===== src/rtl/seq_detector_param.sv =====
// Moore serial pattern detector with a runtime-loadable pattern and don't-care mask,
// overlapping/non-overlapping match modes and a saturating hit counter.
module seq_detector_param #(
    parameter int                 PAT_W       = 8,
    parameter int                 CNT_W       = 8,
    parameter logic [PAT_W-1:0]   DEFAULT_PAT = 8'b0101_0101
) (
    input  logic             clk,
    input  logic             rst_n,
    input  logic             din,
    input  logic             din_valid,
    input  logic             overlap,
    input  logic             pat_load,
    input  logic [PAT_W-1:0] pat_in,
    input  logic [PAT_W-1:0] mask_in,
    input  logic             cnt_clr,
    output logic             flag,
    output logic [CNT_W-1:0] hit_cnt,
    output logic             busy_fill
);

    localparam int FILL_W = $clog2(PAT_W + 1);
    localparam logic [FILL_W-1:0] FILL_FULL = FILL_W'(PAT_W);
    localparam logic [CNT_W-1:0]  CNT_MAX   = '1;

    typedef enum logic [1:0] {
        EMPTY = 2'd0,
        FILL  = 2'd1,
        ARMED = 2'd2,
        HIT   = 2'd3
    } state_t;

    state_t             state, state_n;
    logic [PAT_W-1:0]   pat, mask, hist;
    logic [PAT_W-1:0]   pat_n, mask_n, hist_n, nhist;
    logic [FILL_W-1:0]  fill, fill_n, fill_inc;
    logic [CNT_W-1:0]   cnt_n;
    logic               full, match;

    always_ff @(posedge clk or negedge rst_n) begin
        if (!rst_n) begin
            state   <= EMPTY;
            pat     <= DEFAULT_PAT;
            mask    <= '1;
            hist    <= '0;
            fill    <= '0;
            hit_cnt <= '0;
        end else begin
            state   <= state_n;
            pat     <= pat_n;
            mask    <= mask_n;
            hist    <= hist_n;
            fill    <= fill_n;
            hit_cnt <= cnt_n;
        end
    end

    // Fill saturates at PAT_W; the state follows from the fill level, so a
    // non-overlap match (fill cleared) naturally drops back into FILL.
    always_comb begin
        nhist    = {hist[PAT_W-2:0], din};
        fill_inc = (fill == FILL_FULL) ? FILL_FULL : fill + 1'b1;
        full     = (fill_inc == FILL_FULL);
        match    = full && (((nhist ^ pat) & mask) == '0);

        state_n = state;
        pat_n   = pat;
        mask_n  = mask;
        hist_n  = hist;
        fill_n  = fill;
        cnt_n   = hit_cnt;

        if (pat_load) begin
            pat_n   = pat_in;
            mask_n  = mask_in;
            hist_n  = '0;
            fill_n  = '0;
            state_n = EMPTY;
        end else if (din_valid) begin
            hist_n = nhist;
            if (match) begin
                state_n = HIT;
                fill_n  = overlap ? fill_inc : '0;
                if (hit_cnt != CNT_MAX)
                    cnt_n = hit_cnt + 1'b1;
            end else begin
                state_n = full ? ARMED : FILL;
                fill_n  = fill_inc;
            end
        end

        // Clear wins over any simultaneous increment.
        if (cnt_clr)
            cnt_n = '0;
    end

    assign flag      = (state == HIT);
    assign busy_fill = (state == EMPTY) || (state == FILL);

endmodule

===== config.mk =====
export PLATFORM = sky130hd
export DESIGN_NAME = seq_detector_param
export DESIGN_NICKNAME = d
export VERILOG_FILES = /design/src/rtl/seq_detector_param.sv
export SDC_FILE = /design/constraint.sdc
export NUM_CORES = 1
export LEC_CHECK = 0
export CORE_MARGIN = 10
export CORE_UTILIZATION = 52
export CTS_CLUSTER_DIAMETER = 50
export DETAILED_ROUTE_END_ITERATION = 10
export PLACE_DENSITY = 0.79
export SLEW_MARGIN = 20
export SYNTH_ARGS = -nofsm -noshare
export SYNTH_HDL_FRONTEND = slang
export SYNTH_SLANG_ARGS = --single-unit

===== constraint.sdc =====
create_clock -name clk -period 2.6 [get_ports clk]
set_input_delay 0.39 -clock clk [delete_from_list [all_inputs] [get_ports clk]]
set_output_delay 0.39 -clock clk [all_outputs]
set_load 0.01 [all_outputs]

---- Yosys cells after proc, flatten, opt, wreduce, memory -nomap -nowiden ----
Index checks and enable logic that the tools add are counted.
storage, ports and cells
  register bits ........................... 37
  output and inout bits ................... 10
  logic and storage cells ................. 41
  input port bits ......................... 23
cells by class
  eq/ne operators ......................... 6
  multiplexer cells ....................... 16
  bitwise logic cells ..................... 2
  reduce and logical (&&, ||, !) cells .... 9
  $add $sub $neg .......................... 2
operator list
  kind                                                                     count
  8-bit 2-to-1 mux                                                         5
  4-bit 2-to-1 mux                                                         5
  7-bit 2-to-1 mux                                                         2
  8-bit by 1-bit adder with 8-bit output, second input constant            1
  8-bit bitwise AND                                                        1
  4-bit equality test, second input constant                               2
  8-bit zero test                                                          1
  2-bit 2-to-1 mux                                                         4
  8-bit inequality test, second input constant                             1
  2-bit nonzero test                                                       4
  8-bit bitwise XOR                                                        1
  4-bit by 1-bit adder with 4-bit output, second input constant            1
  4-bit AND reduction                                                      1
  2-bit by 1-bit equality test with 1-bit output, second input constant    1
  2-bit equality test, second input constant                               1
  2-bit zero test                                                          1
  2-bit by 1-bit inequality test with 1-bit output, second input constant  1
  1-bit logical AND                                                        1
  1-bit logical OR                                                         1

---- Logic depth before layout (Yosys ltp) ----
Gate-level depths: netlist of run 1.
  depth after elaboration ................. 8
  gate-level depth with buffers ........... 7

---- Least setup slack after synthesis of run 1 ----
Ideal clock, no wire load.
  kind .................................... reg2reg
  from .................................... register fill[0]
  to ...................................... register hit_cnt[5]
  required time ........................... 2.475 ns
  clock period less this slack ............ 1.930 ns
  setup time .............................. 0.125 ns
  stages on the path, launching flop included .. 7
  data arrival time ....................... 1.805 ns
  slack ................................... 0.670 ns
  path buffers ............................ 0
  cell sequence ........................... dfrtp_1 -> inv_1 -> ha_1 -> o32ai_2 -> nand2_2 -> nor4_1 -> mux2_2
between the ends
  longest elaborated chain between the ends .. 6
  elaborated cells on any way between the ends .. 7
  those cells by class .................... 1 x add/sub; 2 x eq/ne; 1 x mux; 3 x reduce/logical
RTL lines
  what                                                                           line  RTL
  start: declaration                                                             36    logic [FILL_W-1:0] fill, fill_n, fill_inc;
  start signal: assignment                                                       53    fill <= fill_n;
  4-bit by 1-bit adder with 4-bit output or 4-bit equality test (tied branches)  62    fill_inc = (fill == FILL_FULL) ? FILL_FULL : fill + 1'b1;
  4-bit 2-to-1 mux (*)                                                           62
  4-bit equality test (*)                                                        63    full = (fill_inc == FILL_FULL);
  1-bit logical AND (*)                                                          64    match = full && (((nhist ^ pat) & mask) == '0);
  2-bit nonzero test (no line) (*)                                               -
  4-bit AND reduction (no line) (*)                                              -
  end signal: assignment                                                         54    hit_cnt <= cnt_n;
  end: declaration                                                               18    output logic [CNT_W-1:0] hit_cnt,
Mark *: on every way between the ends. The rest lies on a longest branch, timed or not.
A chain may end at the register's enable or synchronous reset.

---- Worst setup path after layout of run 1 ----
  from .................................... register fill[0]
  to ...................................... register hit_cnt[4]
The elaborated chain is that of the path after synthesis.

==> results of run 1 <==
power groups by stage:
| stage | clock [W] | sequential, W | combinational, W |
|---|---|---|---|
| after floorplan | 0 | 0.000645 | 0.0000873 |
| after global placement | 0 | 0.000649 | 0.000142 |
| after detailed placement | 0 | 0.000650 | 0.000148 |
| after CTS | 0.000429 | 0.000640 | 0.000148 |
| after global routing | 0.000458 | 0.000645 | 0.000161 |
| final | 0.000418 | 0.000640 | 0.000146 |
stage by stage:
| step | setup WS, ns | cells |
|---|---|---|
| 5_1_grt | 0.2888 | 242 |
| 6_report | 0.4144 | 242 |
| 3_5_place_dp | 0.2218 | 234 |
| 3_3_place_gp | 0.3162 | 234 |
| 2_1_floorplan | 0.6700 | 160 |
| 4_1_cts | 0.4151 | 242 |
per-layer routing:
layer,global-route usage,vias up
met4,0.04839,0
li1,-,636
met5,0,-
met2,0.2031,34
met3,0.04617,5
met1,0.1305,666
worst paths after layout:
check                        start          to  cells after the start
setup / recovery           fill[0]  hit_cnt[4]                      6
hold / removal               rst_n    state[0]                      2
setup reg to reg           fill[0]  hit_cnt[4]                      6
hold reg to reg             pat[1]      pat[1]                      1
max in group asynchronous    rst_n     mask[3]                      2
min in group clk            pat[1]      pat[1]                      1
registers in the layout, indices dropped and copies added (netlist names):
register,count
fill,4
pat,8
state,2
hit_cnt,8
mask,8
hist,7
worst max-delay path, stage by stage (launching register included):
cell	delay [ns]
dfrtp_1	0.41
inv_1	0.08
ha_1	0.34
o32ai_2	0.41
nand3_1	0.25
nor3_1	0.24
mux2_1	0.35
cell usage in the layout, fill, tap and decap left out:
master,n
o32ai_2,1
a22oi_1,4
nand2b_1,3
or3_1,2
and2_1,1
a41oi_1,2
dfrtp_1,25
mux2i_1,8
ha_1,3
a21oi_1,5
clkdlybuf4s50_1,32
nor3b_1,2
and3_1,1
nor4_1,1
nand2_2,2
nor3_1,3
bufinv_16,1
xnor2_2,1
clkbuf_8,1
o31ai_1,2
nand4_2,1
nor2b_1,4
nand2_1,4
nand3_1,5
clkbuf_4,5
mux2_2,21
inv_1,6
mux2_1,1
buf_4,3
dfstp_2,12
clkbuf_1,1
nor2_1,16
xor2_1,9
o21ai_0,3
or4_1,2
and4_1,1
o32ai_1,1
o21bai_1,1
layout make-up:
type                    instances  share of cell area
inverters                       6            0.009799
multi-input cells             110              0.3696
clock inverters                 1             0.01306
repair buffers                 35              0.1492
flip-flops and latches         37              0.4094
well taps                      46             0.02504
clock buffers                   7             0.02395
kinds of logic after synthesis:
kind of cell,Yosys count,share of synthesized area
xor gates and xnor gates,10,0.05167
AOI/OAI and AO/OA,19,0.07342
and+or+nand+nor,48,0.1380
muxes,30,0.1781
DFF,37,0.5112
buffers and inverters,13,0.02719
adders and majority gates,3,0.02040
==> summary.md, run 1 <==
| Metric | Value |
|---|---|
| # IOs | `33` |
| Worst Path Max Fanout | `6` |
| Post-route cell area | `2298 sq um` |
| Type of the worst setup path | `register to register` |
| P_leak | `0.9747 nW` |
| Power per cell area | `523.6 nW/um^2` |
| Final Setup Violations | `0` |
| Hold Crit Class | `primary input to asynchronous set/reset pin` |
| Peak VDD IR | `0.3171 mV` |
| Most frequent cells after synthesis | `dfrtp_1, mux2_2, nor2_1, dfstp_2, xor2_1` |
| Reg area | `940.9 sq um` |
| Total GRT Usage | `0.1196` |
| Syn Area/Cell | `about 12 sq um` |
| Top-count cell post-synth | `dfrtp_1` |
| Largest net degree at the start of global routing | `38` |
| Post-Syn Nets | `186` |
| Rows | `21` |
| RSZ-0062 raised after global routing | `false` |
| Fillers | `244` |
| Final period utilization | `0.8406` |
| Vias per Instance | `5.541` |
| Die area | `6319 sq um` |
| Status | `finished, final reports clean` |
| Top sig layer | `met4` |
| Asr flop ratio synth | `1.000` |
| Vias in the first global route | `1377` |
| Yosys reg bits | `37` |
| Tmin final | `2.186 ns` |
| Slew headroom | `0.6927` |
| Ant. Diodes | `0` |
| Core ar. | `3390 sq um` |
| Cell count after synthesis | `160` |
| Vias post-DR | `around 1300` |
| Area of the multi-input gates | `849.6 sq um` |
| Internal power | `0.0009296 W` |
| Die width | `79.50 um` |
| MaxCap Viol Count | `0` |
| DRC | `0` |
| Initial cell density of the core | `0.5430` |
| Final Max Slew Viols | `0` |
| Per-cell routed wire length | `around 15 um` |
| Sw Pwr | `roughly 0.00027 W` |
| Max Fclk | `457.5 MHz` |
| Initial antenna violation count | `0` |
| Area Growth Syn to Fin | `24.88%` |
| Placed inst area | `~2200 sq um` |
| Setup TNS | `0 ns` |
| Synth Warn # | `0` |
| Worst setup EP type | `register` |
| Final Core Density | `0.6781` |
| Clock Tree Buf Depth | `2` |
| Metal2 WL | `1848 um` |
| Worst EP arrival | `2.41 ns` |
| Dpl hpwl | `2667 um` |
| Clk_lat worst skew | `0.35 ns` |
| Top FF cell, synth | `dfrtp_1` |
| Sequential share of power | `0.532` |
| Final wirelength | `3646 um` |
| Yosys top cell area share | `0.3399` |
| Combinational fraction of design power | `0.121` |
| Post-route ant nets | `0` |
| Gpl congestion | `~0.85` |
| Worst-Margin Slew | `approximately 0.46 ns` |
| EDFF count, synth | `0` |
| Clk root buf | `clkbuf_4` |
| Skew final | `0.01305 ns` |
| Final #Nets | `221` |
| Final Power | `between 0.001 and 0.0015 W` |
| WHS | `0.4557 ns` |
| CTS clk-pin slew, worst paths | `between 0.1 and 0.15 ns` |
| Clock net sink count | `37` |
| Hold-fix buffers, CTS | `0` |
| Cts repair resizes | `0` |
| H-tree levels | `2` |
| Fin. Hold Viols | `0` |
| Synth area leaders | `dfrtp_1, dfstp_2, mux2_2` |
| TritonRoute pass-1 iters | `4` |
| Sequential area share after synthesis | `0.5112` |
| Grt total ovfl | `0` |
| Critical Path RT | `2.83 ns` |
| Post-Syn Area | `1841 sq um` |
| DRT iter0 DRCs | `57` |
| # port buffers | `32` |
| WL met1 | `1563 um` |
| WL met3 | `193 um` |
| Crit start category | `register` |
| Die height | `79.50 um` |
| # Post-CTS Setup Buffers | `0` |
| Ratio of cells with drive above 1 in the final layout | `0.2449` |
| Yosys cell types | `35` |
| Sw Ratio | `0.2275` |
| Num CTS Buffers | `5` |
| TritonCTS clock tree | `built` |
| Register-to-register setup slack | `between 0.4 and 0.5 ns` |
| Synth area leader | `dfrtp_1` |
| Part of the power in the clock network | `0.347` |
| Global-route wire length before repair | `6058 um` |
No activity file was read; power rests on OpenSTA's default activity.
==> inputs of run 2 (changes only) <==
==> constraint.sdc (replaced) <==
create_clock -name clk -period 2.2 [get_ports clk]
set_input_delay 0.33 -clock clk [delete_from_list [all_inputs] [get_ports clk]]
set_output_delay 0.33 -clock clk [all_outputs]
set_load 0.01 [all_outputs]
==> run 2 against run 1 <==
Compared with the run above:
- clock skew rose by 0.0048 ns
- sequential share of layout area fell by 0.87 points
- count of clock-buffer cells in the layout fell by 1
- register-to-register slack got worse by 0.32 ns
- non-clock buffer count rose by 4
- worst hold slack got worse by 0.070 ns
- critical path type unchanged
==> summary.md, run 2 (synthesized netlist as in run 1, its figures left out) <==
| Metric | Value |
|---|---|
| Clk_lat worst skew | `0.35 ns (about the same)` |
| # port buffers | `32 (unchanged)` |
| Vias in the first global route | `1343 (was 1377)` |
| Setup WS pre-CTS | `-0.06989 ns (was 0.2218 ns)` |
| Final Power | `0.001303 W (was 0.001203 W)` |
| Area Growth Syn to Fin | `27.60% (was 24.88%)` |
| WL met3 | `190 um (was 193 um)` |
| Final Setup Violations | `0 (unchanged)` |
| Worst Setup SP | `fill[0] (unchanged)` |
| Sw Ratio | `0.2630 (was 0.2275)` |
| Sw Pwr | `0.0003426 W (was 0.0002738 W)` |
| Status | `finished, final reports clean (unchanged)` |
| Final Max Slew Viols | `0 (unchanged)` |
| Die height | `79.50 um (unchanged)` |
| Slew headroom | `0.7030 (was 0.6927)` |
| TritonCTS clock tree | `built (unchanged)` |
| Top sig layer | `met4 (unchanged)` |
| Fin worst setup slack | `0.09136 ns (was 0.4144 ns)` |
| Biggest regs | `hit_cnt: 8 flops, mask: 8 flops, pat: 8 flops (unchanged)` |
| Clock net sink count | `37 (unchanged)` |
| Metal2 WL | `1918 um (was 1848 um)` |
| Critical Path RT | `2.47 ns (was 2.83 ns)` |
| Grt total ovfl | `0 (unchanged)` |
| Slowest-stage cell, CP | `or4_1 (was dfrtp_1)` |
| Skew final | `0.01786 ns (was 0.01305 ns)` |
| Crit start category | `register (unchanged)` |
| Tmin final | `2.109 ns (was 2.186 ns)` |
| Power per cell area | `554.7 nW/um^2 (was 523.6 nW/um^2)` |
| Internal power | `0.0009601 W (was 0.0009296 W)` |
| Per-cell routed wire length | `15.38 um (was 15.07 um)` |
| Global-route wire length before repair | `6175 um (was 6058 um)` |
| Cell Chain, Critical Path | `inv_1, ha_1, nand2b_1, o32ai_4, nand2_4, or4_1, a21oi_1 (was inv_1, ha_1, o32ai_2, nand3_1, nor3_1, mux2_1)` |
| Worst EP arrival | `2.38 ns (was 2.41 ns)` |
| H-tree levels | `2 (unchanged)` |
| Ratio of cells with drive above 1 in the final layout | `0.2800 (was 0.2449)` |
| TritonRoute pass-1 iters | `4 (unchanged)` |
| Type of the worst setup path | `register to register (unchanged)` |
| Post-route ant nets | `0 (unchanged)` |
| Clock Tree Buf Depth | `2 (unchanged)` |
| CTS clk-pin slew, worst paths | `0.12 ns (about the same)` |
| Initial antenna violation count | `0 (unchanged)` |
| Clk root buf | `clkbuf_4 (unchanged)` |
| Fin. Hold Viols | `0 (unchanged)` |
| Top Family by Delay on Critical Path | `simple AND/OR/NAND/NOR gates (unchanged)` |
| Hold-fix buffers, CTS | `0 (unchanged)` |
| Fillers | `249 (was 244)` |
| Max Fclk | `474.2 MHz (was 457.5 MHz)` |
| Combinational fraction of design power | `0.152 (was 0.121)` |
| Worst setup EP type | `register (unchanged)` |
| Reg-to-Reg Start | `fill[0] (unchanged)` |
| # IOs | `33 (unchanged)` |
| WL met1 | `1613 um (was 1563 um)` |
| Worst Path Max Fanout | `7 (was 6)` |
| Commonest cells after routing, fill and taps aside | `clkdlybuf4s50_1, dfrtp_1, mux2_2, nor2_1, dfstp_2 (unchanged)` |
| Rows | `21 (unchanged)` |
| Worst-Margin Slew | `0.4455 ns (was 0.4609 ns)` |
| P_leak | `0.9930 nW (was 0.9747 nW)` |
| MaxCap Viol Count | `0 (unchanged)` |
| WP buf/inv | `1 (unchanged)` |
| Largest net degree at the start of global routing | `38 (unchanged)` |
| Sequential share of power | `0.579 (was 0.532)` |
| Core ar. | `3390 sq um (unchanged)` |
| Peak VDD IR | `0.3965 mV (was 0.3171 mV)` |
| Final period utilization | `0.9585 (was 0.8406)` |
| Die area | `6319 sq um (unchanged)` |
| Final wirelength | `3784 um (was 3646 um)` |
| Hold Crit Class | `primary input to asynchronous set/reset pin (unchanged)` |
| Initial cell density of the core | `0.5430 (unchanged)` |
| Vias post-DR | `1328 (was 1341)` |
| Part of the power in the clock network | `0.269 (was 0.347)` |
| Die width | `79.50 um (unchanged)` |
| Ant. Diodes | `0 (unchanged)` |
| Num CTS Buffers | `5 (unchanged)` |
| Final #Nets | `225 (was 221)` |
| DRT iter0 DRCs | `69 (was 57)` |
| Commonest non-fill, non-tap cell in the layout | `clkdlybuf4s50_1 (unchanged)` |
| DRC | `0 (unchanged)` |
| Largest stage delay on the critical path | `0.48 ns (was 0.41 ns)` |
| Dpl hpwl | `2721 um (was 2667 um)` |
| Total GRT Usage | `0.1230 (was 0.1196)` |
| Gpl congestion | `0.8371 (was 0.8500)` |
| Vias per Instance | `5.398 (was 5.541)` |
run 2: changes by cell type in the layout (fill, tap and decap cells not counted), moves of 2 or more:
| cell | delta |
|---|---|
| buf_4 | +4 |
| clkinv_2 | +2 |
| nor3_1 | -2 |
| nor3_2 | +2 |
run 2: metrics by stage:
| stage | instances | cell area [sq um] | utilization | hold WS (ns) | TNS [ns] |
|---|---|---|---|---|---|
| 2_1_floorplan | 160 | 1841 | - | 0.03441 | 0 |
| 5_1_grt | 246 | 2349 | 0.6929 | 0.4235 | -0.01689 |
| 6_report | 246 | 2349 | 0.6929 | 0.3854 | 0 |
| 4_1_cts | 244 | 2291 | 0.6759 | 0.4025 | 0 |
| 3_3_place_gp | 236 | 2228 | 0.6574 | 0.5130 | -0.0003204 |
| 3_5_place_dp | 236 | 2228 | 0.6574 | 0.5213 | -0.1379 |
run 2: path summary, 6_finish.rpt:
check | to | slack, ns | cells after the start
worst max-delay path | hit_cnt[7] | 0.09 | 7
min in group clk | pat[3] | 0.54 | 1
worst min register to register | pat[3] | 0.54 | 1
max in group asynchronous | pat[0] | 1.45 | 2
worst min-delay path | fill[2] | 0.39 | 2
worst max register to register | hit_cnt[7] | 0.09 | 7
run 2: layer usage:
layer	GRT usage	vias to the layer above
li1	-	642
met1	0.1344	650
met2	0.2104	28
met3	0.04842	8
met4	0.04480	0
met5	0	-
run 2: worst reg2reg max path, delay by kind of cell (launching register included):
| family | cells | cell delay, ns |
|---|---|---|
| buf+inv | 1 | 0.06 |
| flops | 1 | 0.36 |
| compound gates | 2 | 0.41 |
| simple gates | 3 | 0.83 |
| fa+ha+maj | 1 | 0.36 |
run 2: repair_timing:
| item | CTS | global route |
|---|---|---|
| setup endpoints to repair | 2 | 7 |
| pin swaps | 0 | 2 |
| gates resized for setup | 1 | 7 |
| buffers inserted | 0 | 2 |
run 2: area by class of cell:
| cell class | instances | area, sq um | area share |
|---|---|---|---|
| Tap cell | 46 | 57.56 | 0.02451 |
| Clock inverter | 2 | 10.01 | 0.004262 |
| Timing Repair Buffer | 39 | 372.9 | 0.1588 |
| Clock buffer | 6 | 41.29 | 0.01758 |
| Sequential cell | 37 | 940.9 | 0.4006 |
| Multi-Input combinational cell | 110 | 903.4 | 0.3847 |
| Inverter | 6 | 22.52 | 0.009590 |
run 2: power groups by stage:
stage | Sequential [W] | Clock (W) | Combinational (W)
floorplan | 0.000762 | 0 | 0.000103
global placement | 0.000767 | 0 | 0.000173
detailed placement | 0.000769 | 0 | 0.000181
CTS | 0.000757 | 0.000356 | 0.000186
global route | 0.000760 | 0.000389 | 0.000216
finish | 0.000755 | 0.000350 | 0.000198
==> inputs of run 3 (changes only) <==
--- a/config.mk
+++ b/config.mk
@@ -10,6 +10,7 @@
 export CTS_CLUSTER_DIAMETER = 50
 export DETAILED_ROUTE_END_ITERATION = 10
 export PLACE_DENSITY = 0.79
+export RECOVER_POWER = 100
 export SLEW_MARGIN = 20
 export SYNTH_ARGS = -nofsm -noshare
 export SYNTH_HDL_FRONTEND = slang
==> run 3 against run 2 <==
Compared with the run above:
- register-to-register slack barely moved
- sequential cell count did not move
- global-route usage did not move
- critical path depth did not move
- setup slack barely moved
- worst hold slack improved by 0.16 ns
- core utilization fell by 0.26 points
- final cell count did not move
- sequential share of layout area rose by 0.15 points
- count of clock-buffer cells in the layout did not move
- critical path type unchanged
==> summary.md, run 3 (synthesized netlist as in run 1, its figures left out) <==
| Metric | Value |
|---|---|
| Fillers | `251 (was 249)` |
| Final period utilization | `0.9586 (was 0.9585)` |
| Hold-fix buffers, CTS | `0 (unchanged)` |
| Max Fclk | `474.2 MHz (about the same)` |
| Area of the multi-input gates | `903.4 sq um (unchanged)` |
| Dpl cells | `236 (unchanged)` |
| Post-route ant nets | `0 (unchanged)` |
| Power per cell area | `556.3 nW/um^2 (was 554.7 nW/um^2)` |
| Ratio of cells with drive above 1 in the final layout | `0.2750 (was 0.2800)` |
| Vias post-DR | `1330 (was 1328)` |
| Vias in the first global route | `1343 (unchanged)` |
| Worst EP arrival | `2.38 ns (about the same)` |
| Crit start category | `register (unchanged)` |
| # IOs | `33 (unchanged)` |
| Tmin final | `2.109 ns (about the same)` |
| Type of the worst setup path | `register to register (unchanged)` |
| Grt total ovfl | `0 (unchanged)` |
| Fin. Hold Viols | `0 (unchanged)` |
| MaxCap Viol Count | `0 (unchanged)` |
| CTS clk-pin slew, worst paths | `0.12 ns (about the same)` |
| Initial antenna violation count | `0 (unchanged)` |
| Worst setup EP type | `register (unchanged)` |
| TritonRoute pass-1 iters | `4 (unchanged)` |
| Final #Nets | `225 (unchanged)` |
| Critical Path RT | `2.47 ns (about the same)` |
| Die width | `79.50 um (unchanged)` |
| DRC | `0 (unchanged)` |
| Area Growth Syn to Fin | `27.12% (was 27.60%)` |
| WHS | `0.5408 ns (was 0.3854 ns)` |
| Global-route wire length before repair | `6175 um (unchanged)` |
| P_leak | `1.018 nW (was 0.9930 nW)` |
| Worst Path Max Fanout | `7 (unchanged)` |
| Peak VDD IR | `0.3963 mV (was 0.3965 mV)` |
| Clock net sink count | `37 (unchanged)` |
| Num CTS Buffers | `5 (unchanged)` |
| Vias per Instance | `5.407 (was 5.398)` |
| Skew final | `0.01938 ns (was 0.01786 ns)` |
| TritonCTS clock tree | `built (unchanged)` |
| Initial cell density of the core | `0.5430 (unchanged)` |
| Final Core Density | `0.6903 (was 0.6929)` |
| Slew headroom | `0.4230 (was 0.7030)` |
| Final wirelength | `3784 um (unchanged)` |
| Rows | `21 (unchanged)` |
| Reg area | `940.9 sq um (unchanged)` |
| Clock Tree Buf Depth | `2 (unchanged)` |
| H-tree levels | `2 (unchanged)` |
| Fin cells | `246 (unchanged)` |
| Die height | `79.50 um (unchanged)` |
| Worst-Margin Slew | `0.8656 ns (was 0.4455 ns)` |
| Biggest regs | `hit_cnt: 8 flops, mask: 8 flops, pat: 8 flops (unchanged)` |
| Ant. Diodes | `0 (unchanged)` |
| DRT iter0 DRCs | `83 (was 69)` |
| Total GRT Usage | `0.1230 (unchanged)` |
| # port buffers | `32 (unchanged)` |
| Gpl congestion | `0.8371 (unchanged)` |
| Commonest non-fill, non-tap cell in the layout | `dfrtp_1 (was clkdlybuf4s50_1)` |
| Clk_lat worst skew | `0.35 ns (about the same)` |
| Core ar. | `3390 sq um (unchanged)` |
| Dpl hpwl | `2721 um (unchanged)` |
| Setup WS pre-CTS | `-0.06989 ns (unchanged)` |
| Final Max Slew Viols | `0 (unchanged)` |
| Clk root buf | `clkbuf_4 (unchanged)` |
| Fin worst setup slack | `0.09103 ns (was 0.09136 ns)` |
| Status | `finished, final reports clean (unchanged)` |
| Largest net degree at the start of global routing | `38 (unchanged)` |
| Final Setup Violations | `0 (unchanged)` |
| Hold Crit Class | `register to register (was primary input to asynchronous set/reset pin)` |
| Die area | `6319 sq um (unchanged)` |
| Commonest cells after routing, fill and taps aside | `dfrtp_1, mux2_2, clkdlybuf4s50_1, nor2_1, dlygate4sd3_1 (was clkdlybuf4s50_1, dfrtp_1, mux2_2, nor2_1, dfstp_2)` |
| Per-cell routed wire length | `15.38 um (unchanged)` |
[run 3: final timing paths]
check,startpoint,endpoint,slack (ns),cells past startpoint
setup / recovery,fill[0],hit_cnt[7],0.09,7
min in group asynchronous,rst_n,hit_cnt[2],0.61,2
hold reg to reg,pat[3],pat[3],0.54,1
hold / removal,pat[3],pat[3],0.54,1
setup reg to reg,fill[0],hit_cnt[7],0.09,7
max in group asynchronous,rst_n,pat[7],1.03,2
[run 3: stage by stage]
stage / power, W / setup TNS [ns] / cell area, sq um
3_5_place_dp: 0.0009503 / -0.1379 / 2228
5_1_grt: 0.001363 / -0.01689 / 2340
6_report: 0.001302 / 0 / 2340
2_1_floorplan: 0.0008650 / 0 / 1841
3_3_place_gp: 0.0009400 / -0.0003204 / 2228
4_1_cts: 0.001299 / 0 / 2291
[run 3: power breakdown]
part	internal, W	switching [W]
Sequential	0.000732	0.0000223
Combinational	0.000103	0.0000920
Clock	0.000122	0.000230
Total	0.000958	0.000344
[run 3: repair_timing]
action	in CTS	in global routing
pin swaps	0	2
endpoints found under the setup margin	2	7
gates resized for setup	1	7
buffers inserted	0	2
[run 3: area by class of cell]
type                    instances  area share
clock buffers                   6     0.01765
clock inverters                 2    0.004278
inverters                       6    0.009626
multi-input cells             110      0.3861
flip-flops and latches         37      0.4021
well taps                      46     0.02460
repair buffers                 39      0.1556
[run 3: worst max-delay path, stage by stage (launching register included)]
cell and delay [ns]:
dfrtp_1 0.36, inv_1 0.06, ha_1 0.36, nand2b_1 0.22
o32ai_4 0.25, nand2_4 0.13, or4_1 0.48, a21oi_1 0.16
[run 3: per-layer routing]
layer	GRT usage	wire length, um
met3	0.04842	177
met1	0.1344	1617
met5	0	0
met2	0.2104	1926
met4	0.04480	62
